**src/rtl/fetch_queue.sv**
```systemverilog
// Instruction fetch unit: issues word requests over req/ack and buffers returned
// instructions with their PCs in a small circular prefetch queue.
module fetch_queue #(
  parameter int unsigned DEPTH    = 4,
  parameter logic [31:0] RESET_PC = 32'h0000_0000
) (
  input  logic                       clk,
  input  logic                       rst_n,
  output logic                       imem_req,
  output logic [31:0]                imem_addr,
  input  logic                       imem_ack,
  input  logic [31:0]                imem_rdata,
  input  logic                       redirect,
  input  logic [31:0]                redirect_pc,
  output logic                       deq_valid,
  input  logic                       deq_ready,
  output logic [31:0]                deq_instr,
  output logic [31:0]                deq_pc,
  output logic [$clog2(DEPTH+1)-1:0] count
);

  localparam int unsigned PW = $clog2(DEPTH);
  localparam int unsigned CW = $clog2(DEPTH + 1);

  typedef enum logic [1:0] {IDLE, REQ, DRAIN} state_t;

  state_t          state;
  logic [31:0]     fetch_pc;
  logic [PW-1:0]   head;
  logic [PW-1:0]   tail;
  logic [31:0]     mem_instr [DEPTH];
  logic [31:0]     mem_pc    [DEPTH];

  logic            enq;
  logic            deq;
  logic            ack_any;
  logic            room;
  logic [CW-1:0]   cnt_nxt;
  logic [31:0]     new_pc;

  always_comb begin
    deq_valid = (count != '0);
    enq       = (state == REQ) && imem_ack;
    deq       = deq_valid && deq_ready;
    ack_any   = (state != IDLE) && imem_ack;
    cnt_nxt   = count + CW'(enq) - CW'(deq);
    // Only issue when the outstanding word is guaranteed a free slot on ack.
    room      = (cnt_nxt < CW'(DEPTH));
    new_pc    = {redirect_pc[31:2], 2'b00};
    deq_instr = deq_valid ? mem_instr[head] : 32'h0000_0013;
    deq_pc    = deq_valid ? mem_pc[head] : '0;
  end

  always_ff @(posedge clk) begin
    if (enq && !redirect) begin
      mem_instr[tail] <= imem_rdata;
      mem_pc[tail]    <= fetch_pc;
    end
  end

  always_ff @(posedge clk or negedge rst_n) begin
    if (!rst_n) begin
      state     <= IDLE;
      fetch_pc  <= RESET_PC;
      head      <= '0;
      tail      <= '0;
      count     <= '0;
      imem_req  <= 1'b0;
      imem_addr <= RESET_PC;
    end else if (redirect) begin
      head     <= '0;
      tail     <= '0;
      count    <= '0;
      fetch_pc <= new_pc;
      // A request still in flight must complete before re-steering.
      if (state == IDLE || ack_any) begin
        state     <= REQ;
        imem_req  <= 1'b1;
        imem_addr <= new_pc;
      end else begin
        state <= DRAIN;
      end
    end else begin
      count <= cnt_nxt;
      if (enq) tail <= tail + 1'b1;
      if (deq) head <= head + 1'b1;
      case (state)
        IDLE: begin
          if (room) begin
            state     <= REQ;
            imem_req  <= 1'b1;
            imem_addr <= fetch_pc;
          end
        end
        REQ: begin
          if (imem_ack) begin
            fetch_pc <= fetch_pc + 32'd4;
            if (room) begin
              imem_addr <= fetch_pc + 32'd4;
            end else begin
              state    <= IDLE;
              imem_req <= 1'b0;
            end
          end
        end
        DRAIN: begin
          if (imem_ack) begin
            state     <= REQ;
            imem_addr <= fetch_pc;
          end
        end
        default: begin
          state    <= IDLE;
          imem_req <= 1'b0;
        end
      endcase
    end
  end

endmodule

```
**config.mk**
```make
export PLATFORM = sky130hd
export DESIGN_NAME = fetch_queue
export DESIGN_NICKNAME = d
export VERILOG_FILES = /design/src/rtl/fetch_queue.sv
export SDC_FILE = /design/constraint.sdc
export NUM_CORES = 1
export LEC_CHECK = 0
export CORE_MARGIN = 4
export CORE_UTILIZATION = 55
export DETAILED_ROUTE_END_ITERATION = 7
export DONT_BUFFER_PORTS = 1
export MAX_ROUTING_LAYER = met4
export PLACE_DENSITY = 0.7
export SLEW_MARGIN = 30
export SYNTH_ARGS = -nofsm -noshare
export SYNTH_HDL_FRONTEND = slang
export SYNTH_SLANG_ARGS = --single-unit
```
**constraint.sdc**
```tcl
create_clock -name clk -period 4.75 [get_ports clk]
set_input_delay 0.95 -clock clk [delete_from_list [all_inputs] [get_ports clk]]
set_output_delay 0.95 -clock clk [all_outputs]
set_load 0.02 [all_outputs]
```
======== Word level (Yosys, flattened, before mapping) ========
Memories as Yosys holds them, arrays and structs flattened.
Index checks and enable logic that the tools add are counted.
storage, ports and cells
  memories ................................ 2
  bits in writable memories ............... 256
  bits in registers ....................... 74
  word-level logic and storage cells ...... 74
  input bits .............................. 69
memory list
  memory     words  bits a word  read ports  clocked after Yosys merged registers in  write ports  RTL line  source
  mem_instr  4      32           1           0                                        1            31        logic [31:0] mem_instr [DEPTH];
  mem_pc     4      32           1           0                                        1            32        logic [31:0] mem_pc [DEPTH];
cells by class
  order comparisons ....................... 1
  add/sub/neg operators ................... 5
  reduce and logical (&&, ||, !) cells .... 18
  equality and inequality tests ........... 9
  mux-type cells .......................... 32
operators with widths
  operator                                                                number
  32-bit 2-to-1 mux                                                       11
  32-bit one-hot mux with 3 select lines                                  1
  32-bit by 3-bit adder with 32-bit output (second input constant)        1
  2-bit 2-to-1 mux                                                        10
  3-bit != test (second input constant)                                   5
  2-bit nonzero test                                                      5
  1-bit 2-to-1 mux                                                        7
  2-bit one-hot mux with 3 select lines                                   1
  6-bit AND reduction                                                     1
  5-bit AND reduction                                                     1
  2-bit by 1-bit adder with 2-bit output (second input constant)          2
  1-bit logical AND                                                       4
  4-bit AND reduction                                                     1
  4-bit nonzero test                                                      1
  3-bit by 1-bit adder with 3-bit output                                  1
  3-bit less-than comparator (second input constant)                      1
  3-bit 2-to-1 mux                                                        1
  1-bit one-hot mux with 3 select lines                                   1
  3-bit nonzero test                                                      1
  3-bit by 1-bit subtractor with 3-bit output                             1
  2-bit by 1-bit equality test with 1-bit output (second input constant)  1
  2-bit equality test (second input constant)                             1
  2-bit zero test                                                         1
  2-bit by 1-bit != test with 1-bit output (second input constant)        1
  other kinds (4)                                                         4

======== Longest topological paths before layout ========
  word-level depth ........................ 9
  gate-level depth with buffers ........... 16

======== Worst setup path after synthesis ========
Ideal clock, no wire load.
  path kind ............................... in2reg
  from .................................... input imem_ack
  to ...................................... register imem_addr[21]
  setup slack ............................. 1102 ps
  required time ........................... 4623 ps
  arrival ................................. 3521 ps
  cell stages on the path ................. 14
  buffers on the path ..................... 2
  cells stage by stage .................... and3b_1 -> buf_2 -> inv_2 -> ha_1 -> inv_1 -> ha_1 -> inv_1 -> fa_1 -> xor2_1 -> xor2_1 -> a221oi_2 -> buf_6 -> mux2i_1 -> o31ai_1
on the way
  word-level cells in the longest chain between the ends .. 6
RTL lines
  element                                      RTL line  source
  start: declaration                           11        input logic imem_ack,
  1-bit logical AND                            43        enq = (state == REQ) && imem_ack;
  3-bit by 1-bit adder with 3-bit output       46        cnt_nxt = count + CW'(enq) - CW'(deq);
  3-bit by 1-bit subtractor with 3-bit output  46
  3-bit less-than comparator                   48        room = (cnt_nxt < CW'(DEPTH));
  3-bit != test (no source line)               --
  6-bit AND reduction (no source line) (*)     --
  end signal: assignment                       79        imem_addr <= new_pc;
  end signal: assignment                       92        imem_addr <= fetch_pc;
  end signal: assignment                       99        imem_addr <= fetch_pc + 32'd4;
  end: declaration                             10        output logic [31:0] imem_addr,
Every way passes the cells marked *; elsewhere a longest branch is shown, timed or not.
A chain may end at the register's enable or synchronous reset.

======== Final worst setup path ========
  from .................................... register count[1]
  to ...................................... register imem_addr[3]
on the way
  word-level cells in the longest chain between the ends .. 6
RTL lines
  element                                                                         RTL line  source
  start: declaration                                                              19        output logic [$clog2(DEPTH+1)-1:0] count
  start signal: assignment                                                        84        count <= cnt_nxt;
  branches (longest 2 deep; another with 3-bit by 1-bit adder with 3-bit output)  --
  3-bit by 1-bit subtractor with 3-bit output (*)                                 46
  3-bit less-than comparator (*)                                                  48
  3-bit != test (no source line)                                                  --
  6-bit AND reduction (no source line) (*)                                        --
Mark *: on every way between the ends.

==> summary.txt <==
Hold path
  – Hold crit path type: in2async

Yosys
  – Yosys reg bits: 319
  – Cell count after synthesis: 898
  – Synth cell types: 70
  – EDFF count, synth: 248
  – Syn avg cell area: 15.55 um^2
  – Sequential fraction of the synthesis area: 0.6604
  – Ys flop type: edfxtp_1
  – Synthesized cell area: 13970 um^2
  – FFs w/ async S/R, synth: 0.2226
  – Warnings, synthesis: 0

Timing
  – Worst-margin pin slew: 0.8643 ns
  – Setup ws final: 0.8415 ns
  – Hold WS: 0.1320 ns
  – Setup_tns: 0 ns
  – RSZ-0062 raised after global routing: no
  – Fmax: 255.9 MHz
  – Relative slew slack: 0.4238
  – Worst clock skew: 0.01601 ns
  – Final Cycle Share: 0.8228
  – Hold Violations, Final: 0
  – Slew Viols, Final: 0
  – Final Critical Period: 3.909 ns
  – Final setup fails: 0

CTS
  – # Post-CTS Setup Buffers: 0
  – Root Buffer: clkbuf_16
  – Clk slew on worst S/H paths: 0.06 ns
  – CTS buffer count: 34
  – Cts repair resizes: 0
  – Hold buffers post-CTS: 0
  – Clk_lat worst skew: 0.51 ns
  – H-tree levels: 2
  – Clk sinks: 319
  – Maximum clock path buffer count: 3
  – CTS tree: done

Floorplanning
  – Core Area: 25110 um^2
  – Area of the die: 28010 um^2
  – Boundary Pins: 170
  – Initial Util: 0.5563
  – Cell Rows: 58
  – Die height: 167.4 um
  – Die span in x: 167.4 um

Worst setup path
  – Setup crit end kind: flip-flop
  – Critical setup path kind: reg2reg
  – Crit path launch type: flip-flop
  – Critical path arrival: 4.31 ns
  – Critical path fanouts, max: 17
  – Required time worst endpoint: 5.15 ns

Place
  – Placer Congestion: 0.8808
  – Hpwl dp: 19210 um
  – Post-place setup slack: 0.7998 ns
  – Port Buffers: 0
  – Placed instance count: 1181

Run status
  – Status: complete, no violations

Final layout
  – Final nets: 964
  – N_diodes: 0
  – Layout cells sized above 1: 0.1884
  – Area grow syn2layout: 10.45%
  – Post-route insts no fill: 1243

GRT
  – GRT Overall Usage: 0.2200
  – First-pass GRT wire length: 46640 um
  – Largest net degree at the start of global routing: 72
  – Vias in the first global route: 7836
  – Initial antenna violation count: 0
  – GR Overflow Total: 0

Power and ir drop
  – Pint: 5.958 mW
  – Net Sw Power: 2.821 mW
  – Sw Share: 0.3213
  – Power density cells: 569.1 nW/um^2
  – Pleak: 5.103 nW
  – Clock power frac: 0.322
  – Max rail drop VDD: 318.7 uV
  – Comb pwr share: 0.234
  – Seq pwr share: 0.444

Routing
  – Routed WL: 29830 um
  – Drt first pass iters: 5
  – Detailed-route via count: 7610
  – Drt drc: 0
  – Drt first-iter violations: 902
  – Vias per inst: 6.122
  – Post-route ant nets: 0
  – Routed wire per std cell: 24.00 um

Run
  – Max cap viols: 0
[Yosys cell counts, types with 18 or more instances]
cell / count / area (um^2)
dfrtp_1: 71 / 1777
buf_2: 20 / 100.1
nand4_1: 22 / 137.6
xor2_1: 24 / 210.2
and2_1: 62 / 387.9
nand3_1: 18 / 90.09
o21ai_0: 29 / 145.1
nor2_1: 42 / 157.7
nand2_1: 49 / 183.9
xnor2_1: 30 / 262.8
clkbuf_1: 26 / 97.59
edfxtp_1: 248 / 7447
mux4_2: 62 / 1396
[critical path: stages, from the launching register on]
cell	delay, ns
dfrtp_1	0.51
nor3_1	0.23
buf_4	0.17
inv_2	0.04
and2_1	0.18
ha_1	0.29
inv_1	0.06
ha_1	0.13
inv_1	0.05
fa_1	0.38
xor2_1	0.26
xor2_1	0.20
a221oi_4	0.58
buf_4	0.36
mux2_2	0.36
[cells by family after synthesis]
group	count (synthesis)	synth area share
flip-flops	319	0.6604
AND/OR/NAND/NOR	270	0.1109
AO/OA/AOI/OAI	86	0.04094
multiplexers	82	0.1152
buffers and inverters	78	0.03073
XOR/XNOR	54	0.03386
adder cells (fa/ha/maj)	8	0.007704
other	1	0.0002685
[power by group through the flow]
| stage | combinational (mW) | clock, mW | sequential (mW) |
|---|---|---|---|
| final | 2.05 | 2.83 | 3.90 |
| after detailed placement | 2.08 | 0 | 3.98 |
| after global placement | 2.05 | 0 | 3.97 |
| after global routing | 2.24 | 3.02 | 3.97 |
| after CTS | 2.09 | 2.89 | 3.93 |
| after floorplan | 1.86 | 0 | 3.70 |
[worst paths after layout]
path	slack, ns	start	end	cells past startpoint
min in group clk	0.50	imem_ack	state[1]	1
hold / removal	0.13	rst_n	imem_addr[11]	0
hold reg to reg	0.57	tail[1]	tail[1]	2
setup / recovery	0.84	count[1]	imem_addr[3]	14
max in group asynchronous	4.49	rst_n	head[0]	0
setup reg to reg	0.84	count[1]	imem_addr[3]	14
[placed cells by master, fill, tap and decap left out, drive strengths merged, types with 7 or more instances in the layout]
cell type and instances:
nand4 24, nor4 15, edfxtp 248, nand3 22
buf 17, o21ai 29, nor2 42, mux2 10
and2 62, nand2 49, dfrtp 71, and4 8
mux2i 10, nand2b 7, ha 7, xnor2 30
inv 12, nor3 18, and3 8, xor2 24
clkbuf 47, mux4 62, a21oi 17, o31ai 7
[routing by layer]
layer | GRT usage | part of all wire | vias to the layer above
met5 | - | 0 | -
met4 | 0.04905 | 0.016 | 0
met3 | 0.05288 | 0.071 | 42
met2 | 0.3552 | 0.50 | 263
met1 | 0.2896 | 0.41 | 3900
li1 | - | - | 3405
[metrics by stage]
step	power [mW]	cell area, um^2	utilization
2_1_floorplan	5.563	13970	-
3_3_place_gp	6.021	14200	0.5656
3_5_place_dp	6.060	14200	0.5656
4_1_cts	8.903	15430	0.6144
5_1_grt	9.227	15430	0.6144
6_report	8.779	15430	0.6144
[final cells by class]
type	instances	area, um^2
Clock inverter	15	231.5
Sequential cell	319	9229
Tap cell	330	412.9
Inverter	13	48.80
Clock buffer	47	993.5
Multi-Input combinational cell	502	4334
Timing Repair Buffer	17	177.7
Fill cell	1922	9682
[state kept, by name, indices dropped and copies added, names as in the netlist]
| register | flops |
|---|---|
| imem_req | 1 |
| imem_addr | 31 |
| mem_pc | 120 |
| count | 3 |
| head | 2 |
| state | 2 |
| mem_instr | 128 |
| tail | 2 |
| fetch_pc | 30 |
Note: power is estimated with default switching activity, not from simulation.
